File: config.mk
export PLATFORM = sky130hd
export DESIGN_NAME = shift_load_ctrl
export DESIGN_NICKNAME = d
export VERILOG_FILES = /design/src/rtl/shift_load_pkg.sv /design/src/rtl/shift_load_ctrl_rr_arbiter.sv /design/src/rtl/shift_load_ctrl.sv
export SDC_FILE = /design/constraint.sdc
export NUM_CORES = 1
export LEC_CHECK = 0
export ABC_AREA = 1
export BUFFER_PORTS_ARGS = -buffer_cell sky130_fd_sc_hd__buf_2
export CAP_MARGIN = 30
export CELL_PAD_IN_SITES_DETAIL_PLACEMENT = 0
export CELL_PAD_IN_SITES_GLOBAL_PLACEMENT = 1
export CORE_UTILIZATION = 36
export CTS_CLUSTER_SIZE = 30
export DETAILED_ROUTE_END_ITERATION = 16
export GPL_ROUTABILITY_DRIVEN = 0
export PLACE_DENSITY_LB_ADDON = 0.25
export SYNTH_ARGS = -nofsm -noshare
export SYNTH_HDL_FRONTEND = slang
export SYNTH_SLANG_ARGS = --single-unit
File: constraint.sdc
create_clock -name clk -period 2.55 [get_ports clk]
set_clock_uncertainty 0.15 [all_clocks]
set_input_delay 0.255 -clock clk [delete_from_list [all_inputs] [get_ports clk]]
set_output_delay 0.255 -clock clk [all_outputs]
set_load 0.01 [all_outputs]
File: src/rtl/shift_load_pkg.sv
// Shared types and helpers for the shift-register load sequencer:
// FSM state encoding, default sizing and effective-length clamping.
package shift_load_pkg;

  typedef enum logic [1:0] {IDLE, SHIFT, DONE} state_e;

  localparam int DEF_WIDTH   = 8;
  localparam int DEF_NUM_REQ = 2;

  // A length of zero or anything beyond the register width means a full-width load.
  function automatic int eff_len(input int len, input int width);
    return (len == 0 || len > width) ? width : len;
  endfunction

endpackage

File: src/rtl/shift_load_ctrl_rr_arbiter.sv
// Round-robin arbiter: combinational one-hot grant searched from a pointer that
// moves past the last granted requester on each advance strobe.
module rr_arbiter #(
  parameter int NUM_REQ = 2
) (
  input  logic               clk,
  input  logic               reset_n,
  input  logic [NUM_REQ-1:0] req_i,
  input  logic               adv_i,
  input  logic [NUM_REQ-1:0] last_i,
  output logic [NUM_REQ-1:0] gnt_o
);

  localparam int PTR_W = (NUM_REQ > 1) ? $clog2(NUM_REQ) : 1;

  logic [PTR_W-1:0] ptr_q, ptr_d, idx;
  logic             found;

  always_comb begin
    gnt_o = '0;
    found = 1'b0;
    idx   = '0;
    for (int k = 0; k < NUM_REQ; k++) begin
      idx = PTR_W'((int'(ptr_q) + k) % NUM_REQ);
      if (!found && req_i[idx]) begin
        gnt_o[idx] = 1'b1;
        found      = 1'b1;
      end
    end
  end

  always_comb begin
    ptr_d = ptr_q;
    if (adv_i) begin
      for (int k = 0; k < NUM_REQ; k++) begin
        if (last_i[k]) ptr_d = PTR_W'((k + 1) % NUM_REQ);
      end
    end
  end

  always_ff @(posedge clk or negedge reset_n) begin
    if (!reset_n) ptr_q <= '0;
    else          ptr_q <= ptr_d;
  end

endmodule

File: src/rtl/shift_load_ctrl.sv
// Arbitrates requesters onto one bidirectional shift register and feeds the winner's
// word serially. Optional full-load readback check enabled by SHIFT_LOAD_CHECK_EN.
module shift_load_ctrl
  import shift_load_pkg::*;
#(
  parameter  int NUM_REQ = DEF_NUM_REQ,
  parameter  int WIDTH   = DEF_WIDTH,
  localparam int LEN_W   = $clog2(WIDTH + 1)
) (
  input  logic                     clk,
  input  logic                     reset_n,
  input  logic [NUM_REQ-1:0]       req,
  input  logic [NUM_REQ-1:0]       dir,
  input  logic [NUM_REQ*WIDTH-1:0] data,
  input  logic [NUM_REQ*LEN_W-1:0] len,
  output logic [NUM_REQ-1:0]       gnt,
  output logic [NUM_REQ-1:0]       done,
  output logic [WIDTH-1:0]         rsp_q,
  output logic                     busy,
  output logic                     sr_sl,
  output logic                     sr_sr,
  output logic                     sr_din,
  input  logic [WIDTH-1:0]         sr_q,
  output logic                     err
);

  localparam int POS_W = (WIDTH > 1) ? $clog2(WIDTH) : 1;

  state_e             state_q, state_d;
  logic [NUM_REQ-1:0] gnt_q, gnt_d, arb_gnt;
  logic               dir_q, dir_d, sel_dir;
  logic [WIDTH-1:0]   data_q, data_d, hold_q, hold_d, sel_data;
  logic [LEN_W-1:0]   cnt_q, cnt_d, sel_len, eff_len_w;
  logic [POS_W-1:0]   pos_q, pos_d, first_pos;
  logic               sl_q, sl_d, srr_q, srr_d, din_q, din_d;
`ifdef SHIFT_LOAD_CHECK_EN
  logic               full_q, full_d, err_q, err_d;
`endif

  rr_arbiter #(.NUM_REQ(NUM_REQ)) u_arb (
    .clk    (clk),
    .reset_n(reset_n),
    .req_i  (req),
    .adv_i  (state_q == DONE),
    .last_i (gnt_q),
    .gnt_o  (arb_gnt)
  );

  always_comb begin
    sel_dir  = 1'b0;
    sel_data = '0;
    sel_len  = '0;
    for (int i = 0; i < NUM_REQ; i++) begin
      if (arb_gnt[i]) begin
        sel_dir  = dir[i];
        sel_data = data[i*WIDTH +: WIDTH];
        sel_len  = len[i*LEN_W +: LEN_W];
      end
    end
  end

  assign eff_len_w = LEN_W'(eff_len(int'(sel_len), WIDTH));
  // Right shifts start from the top bit of the effective slice, left shifts from bit 0.
  assign first_pos = POS_W'(eff_len_w - LEN_W'(1));

  always_comb begin
    state_d = state_q;
    gnt_d   = gnt_q;
    dir_d   = dir_q;
    data_d  = data_q;
    hold_d  = hold_q;
    cnt_d   = cnt_q;
    pos_d   = pos_q;
    sl_d    = sl_q;
    srr_d   = srr_q;
    din_d   = din_q;
`ifdef SHIFT_LOAD_CHECK_EN
    full_d  = full_q;
    err_d   = err_q;
`endif
    case (state_q)
      IDLE: begin
        if (|req) begin
          state_d = SHIFT;
          gnt_d   = arb_gnt;
          dir_d   = sel_dir;
          data_d  = sel_data;
          cnt_d   = eff_len_w - LEN_W'(1);
          sl_d    = ~sel_dir;
          srr_d   = sel_dir;
          din_d   = sel_dir ? sel_data[first_pos] : sel_data[0];
          pos_d   = sel_dir ? first_pos - POS_W'(1) : POS_W'(1);
`ifdef SHIFT_LOAD_CHECK_EN
          full_d  = (eff_len_w == LEN_W'(WIDTH));
`endif
        end
      end
      SHIFT: begin
        // cnt_q holds the bits still to drive after the one on sr_din now.
        if (cnt_q == '0) begin
          state_d = DONE;
          sl_d    = 1'b0;
          srr_d   = 1'b0;
          din_d   = 1'b0;
        end else begin
          din_d = data_q[pos_q];
          pos_d = dir_q ? pos_q - POS_W'(1) : pos_q + POS_W'(1);
          cnt_d = cnt_q - LEN_W'(1);
        end
      end
      DONE: begin
        state_d = IDLE;
        gnt_d   = '0;
        hold_d  = sr_q;
`ifdef SHIFT_LOAD_CHECK_EN
        if (full_q && sr_q != data_q) err_d = 1'b1;
`endif
      end
      default: state_d = IDLE;
    endcase
  end

  always_ff @(posedge clk or negedge reset_n) begin
    if (!reset_n) begin
      state_q <= IDLE;
      gnt_q   <= '0;
      dir_q   <= 1'b0;
      data_q  <= '0;
      hold_q  <= '0;
      cnt_q   <= '0;
      pos_q   <= '0;
      sl_q    <= 1'b0;
      srr_q   <= 1'b0;
      din_q   <= 1'b0;
`ifdef SHIFT_LOAD_CHECK_EN
      full_q  <= 1'b0;
      err_q   <= 1'b0;
`endif
    end else begin
      state_q <= state_d;
      gnt_q   <= gnt_d;
      dir_q   <= dir_d;
      data_q  <= data_d;
      hold_q  <= hold_d;
      cnt_q   <= cnt_d;
      pos_q   <= pos_d;
      sl_q    <= sl_d;
      srr_q   <= srr_d;
      din_q   <= din_d;
`ifdef SHIFT_LOAD_CHECK_EN
      full_q  <= full_d;
      err_q   <= err_d;
`endif
    end
  end

  assign busy   = (state_q != IDLE);
  assign gnt    = gnt_q;
  assign done   = (state_q == DONE) ? gnt_q : '0;
  // The register has settled by the DONE cycle, so pass it through live and hold afterwards.
  assign rsp_q  = (state_q == DONE) ? sr_q : hold_q;
  assign sr_sl  = sl_q;
  assign sr_sr  = srr_q;
  assign sr_din = din_q;
`ifdef SHIFT_LOAD_CHECK_EN
  assign err    = err_q;
`else
  assign err    = 1'b0;
`endif

endmodule

==> reports/summary.txt <==
status -> complete, no violations
I/O Pins -> 55
setup slack, reg-to-reg -> 0.27 ns
Final Non-Filler Cells -> 404
met3 WL -> 192 um
Clock Sinks -> 32
# fillers -> 575
Register Area -> 800.8 um2
final instance area -> 2424 um2
met2 WL post-DR -> 2182 um
Yosys reg bits -> 32
DP Area -> 2273 um2
worst-case clock buffer depth -> 2
setup slack after layout -> 0.2706 ns
# port buffers -> 53
CP Max Fanout -> 9
n_diodes -> 0
Iter 0 DRT Violations -> 71
vias in the first global route -> 1774
final WL -> 4746 um
Final setup viols -> 0
Synth cell types -> 27
routed len/inst -> 11.75 um
initial antenna violation count -> 0
DRT Pass-1 Iters -> 4
share of cells above drive strength 1 -> 25.45%
Die W -> 75.23 um
chip height -> 75.23 um
core area -> 5140 um2
Syn Nets -> 318
Yosys warning count -> 0
switching share of power -> 42.67%
final count of hold timing violations -> 0
Synth top area share -> 41.48%
area growth from synthesis to layout -> 25.53%
Worst IR Drop VDD -> 0.0003866 V
Via density -> 4.567
via count -> 1845
startpoint types -> flop
HP Class -> input port to flop
Tightest Pin Transition -> 0.7154 ns
# H-tree levels -> 2
Avg Inst Size Synth -> 7.020 um2
max cap viols -> 0
DP Worst Slack -> 0.08405 ns
Peak Freq -> 438.7 MHz
die area -> 5660 um2
DR DRC count -> 0
wl on met1 -> 2310 um
most common cell after layout, fill and taps aside -> nand2_1
Syn Inst Count -> 275
fin nets -> 376
gr ovfl total -> 0
top cells by area, synth -> dfrtp_1 (41%), nand2_1 (19%), inv_1 (7.2%)
WP data arrival -> 2.34 ns
power per cell area -> 1103 nW/um2
Worst setup EP type -> flop
period utilization -> 89.39%
sequential share of the synthesized area -> 41.48%
multi-input combinational cell area -> 967.2 um2
power share of the combinational group -> 49.4%
Post-DRT Antenna Nets -> 0
Yosys top cell by area -> dfrtp_1
Cell Rows -> 26
worst endpoint required time -> 2.61 ns
top sig layer -> met4
All-Layer GR Usage -> 19.08%
CTS Buf Count -> 5
Clk Latency, worst-skew pair -> 0.29 ns
dpl cells -> 395
Rel. slew slack -> 52.31%
Clk network pwr share -> 17.8%
Post-Syn Area -> 1931 um2
CTS tree -> done
first-pass GRT wire length -> 8004 um
Sw Pwr -> 1.141 mW
Initial Util -> 37.56%
Reg power frac -> 32.9%
pin count of the biggest net entering global routing -> 33
buffer type at the clock tree root -> clkbuf_8
post-layout minimum cycle time -> 2.279 ns
Slew Limit Fails -> 0
final HPWL from detailed placement -> 3760 um
kind of critical path -> flop to flop
clock-pin slew on the worst setup and hold paths -> 0.07 ns
leakage power -> 1.347 nW
most frequent cells in the layout -> nand2_1 (97), buf_2 (53), inv_1 (36), dfrtp_1 (32), nor2_1 (19)
Cell Int Power -> 1.533 mW
==> layer usage <==
metal	GRT usage, %	vias up
met5	0	-
met4	5.761	0
met3	4.284	5
met2	31.83	50
met1	24.77	814
li1	-	976
==> power by group through the flow <==
stage / sequential (mW) / clock [mW] / combinational, mW
2_1_floorplan: 0.872 / 0 / 0.927
5_1_grt: 0.905 / 0.514 / 1.53
3_5_place_dp: 0.886 / 0 / 1.32
4_1_cts: 0.880 / 0.484 / 1.32
6_report: 0.879 / 0.475 / 1.32
3_3_place_gp: 0.880 / 0 / 1.29
==> cell usage after synthesis <==
cell	n
o211ai_1	2
a22oi_1	1
nor2_1	20
o21ai_1	3
conb_1	1
ha_1	4
clkbuf_1	2
o22ai_1	7
nand3_1	16
fa_1	1
xor2_1	2
nand3b_1	1
o21ai_0	18
a21oi_1	6
inv_6	1
nand2_2	4
o221ai_1	1
nand2_4	5
nor3_1	1
or2_2	1
inv_2	6
inv_1	37
a31oi_1	1
nand2_1	99
buf_2	2
dfrtp_1	32
buf_4	1
==> registers in the layout (all words and copies together), names as in the netlist <==
signal	count
sr_sl	1
sr_din	1
data_q	8
gnt	2
sr_sr	1
state_q	2
u_arb.ptr_q	1
dir_q	1
cnt_q	4
hold_q	8
pos_q	3
==> timing repair <==
action                     in CTS  in global routing
hold endpoints to repair       32                  0
buffers inserted                0                  0
hold buffers                    1                  0
setup endpoints to repair       0                  3
gates resized for setup         0                  8
==> cell type report <==
cell class                 instances  share of cell area [%]
multi-input combinational        194                   39.91
clock buffer                       6                   2.994
timing repair buffer              56                   11.98
sequential                        32                   33.04
inverter                          44                   7.021
clock inverter                     2                   1.446
tap                               70                   3.614
==> path summary, 6_finish.rpt <==
| path | startpoint | endpoint | cells past startpoint |
|---|---|---|---|
| setup / recovery | u_arb.ptr_q | sr_din | 18 |
| hold / removal | sr_q[5] | hold_q[5] | 3 |
| min in group asynchronous | reset_n | hold_q[2] | 2 |
| hold reg to reg | hold_q[5] | hold_q[5] | 2 |
| max in group asynchronous | reset_n | pos_q[2] | 2 |
| setup reg to reg | u_arb.ptr_q | sr_din | 18 |
==> cell families (layout without fill, tap and decap cells) <==
group                    Yosys count  count (layout)  share of synthesized area [%]
AO/OA/AOI/OAI                     39              39                          11.21
XOR/XNOR                           2               2                         0.9075
AND/OR/NAND/NOR                  147             147                          32.47
flip-flops                        32              32                          41.48
adder cells (fa/ha/maj)            5               5                          3.629
other                              1               1                         0.1942
buffers and inverters             49             108                          10.11
==> worst max-delay path, cell delays in order, from the launching register on <==
cell	delay, ns
dfrtp_1	0.41
nand2_4	0.13
nand2_4	0.09
inv_6	0.10
nand2_1	0.06
nand2_2	0.08
inv_1	0.04
nand2_1	0.10
nand2_2	0.07
inv_2	0.08
o21ai_4	0.07
ha_1	0.35
inv_2	0.08
nand3_1	0.08
nand3b_1	0.08
nand2_1	0.05
nand2_1	0.05
nand2_1	0.05
a21oi_1	0.11
==> metrics by stage <==
step           utilization [%]  hold slack [ns]  power [mW]     TNS, ns
2_1_floorplan                -          -0.1906       1.799           0
3_3_place_gp             44.23           0.2067       2.172           0
3_5_place_dp             44.23           0.2026       2.202           0
4_1_cts                  46.52          0.04101       2.682           0
5_1_grt                  47.15          0.04013       2.948  -0.0004898
6_report                 47.15          0.04611       2.673           0
Power figures use the tool's default switching activity.
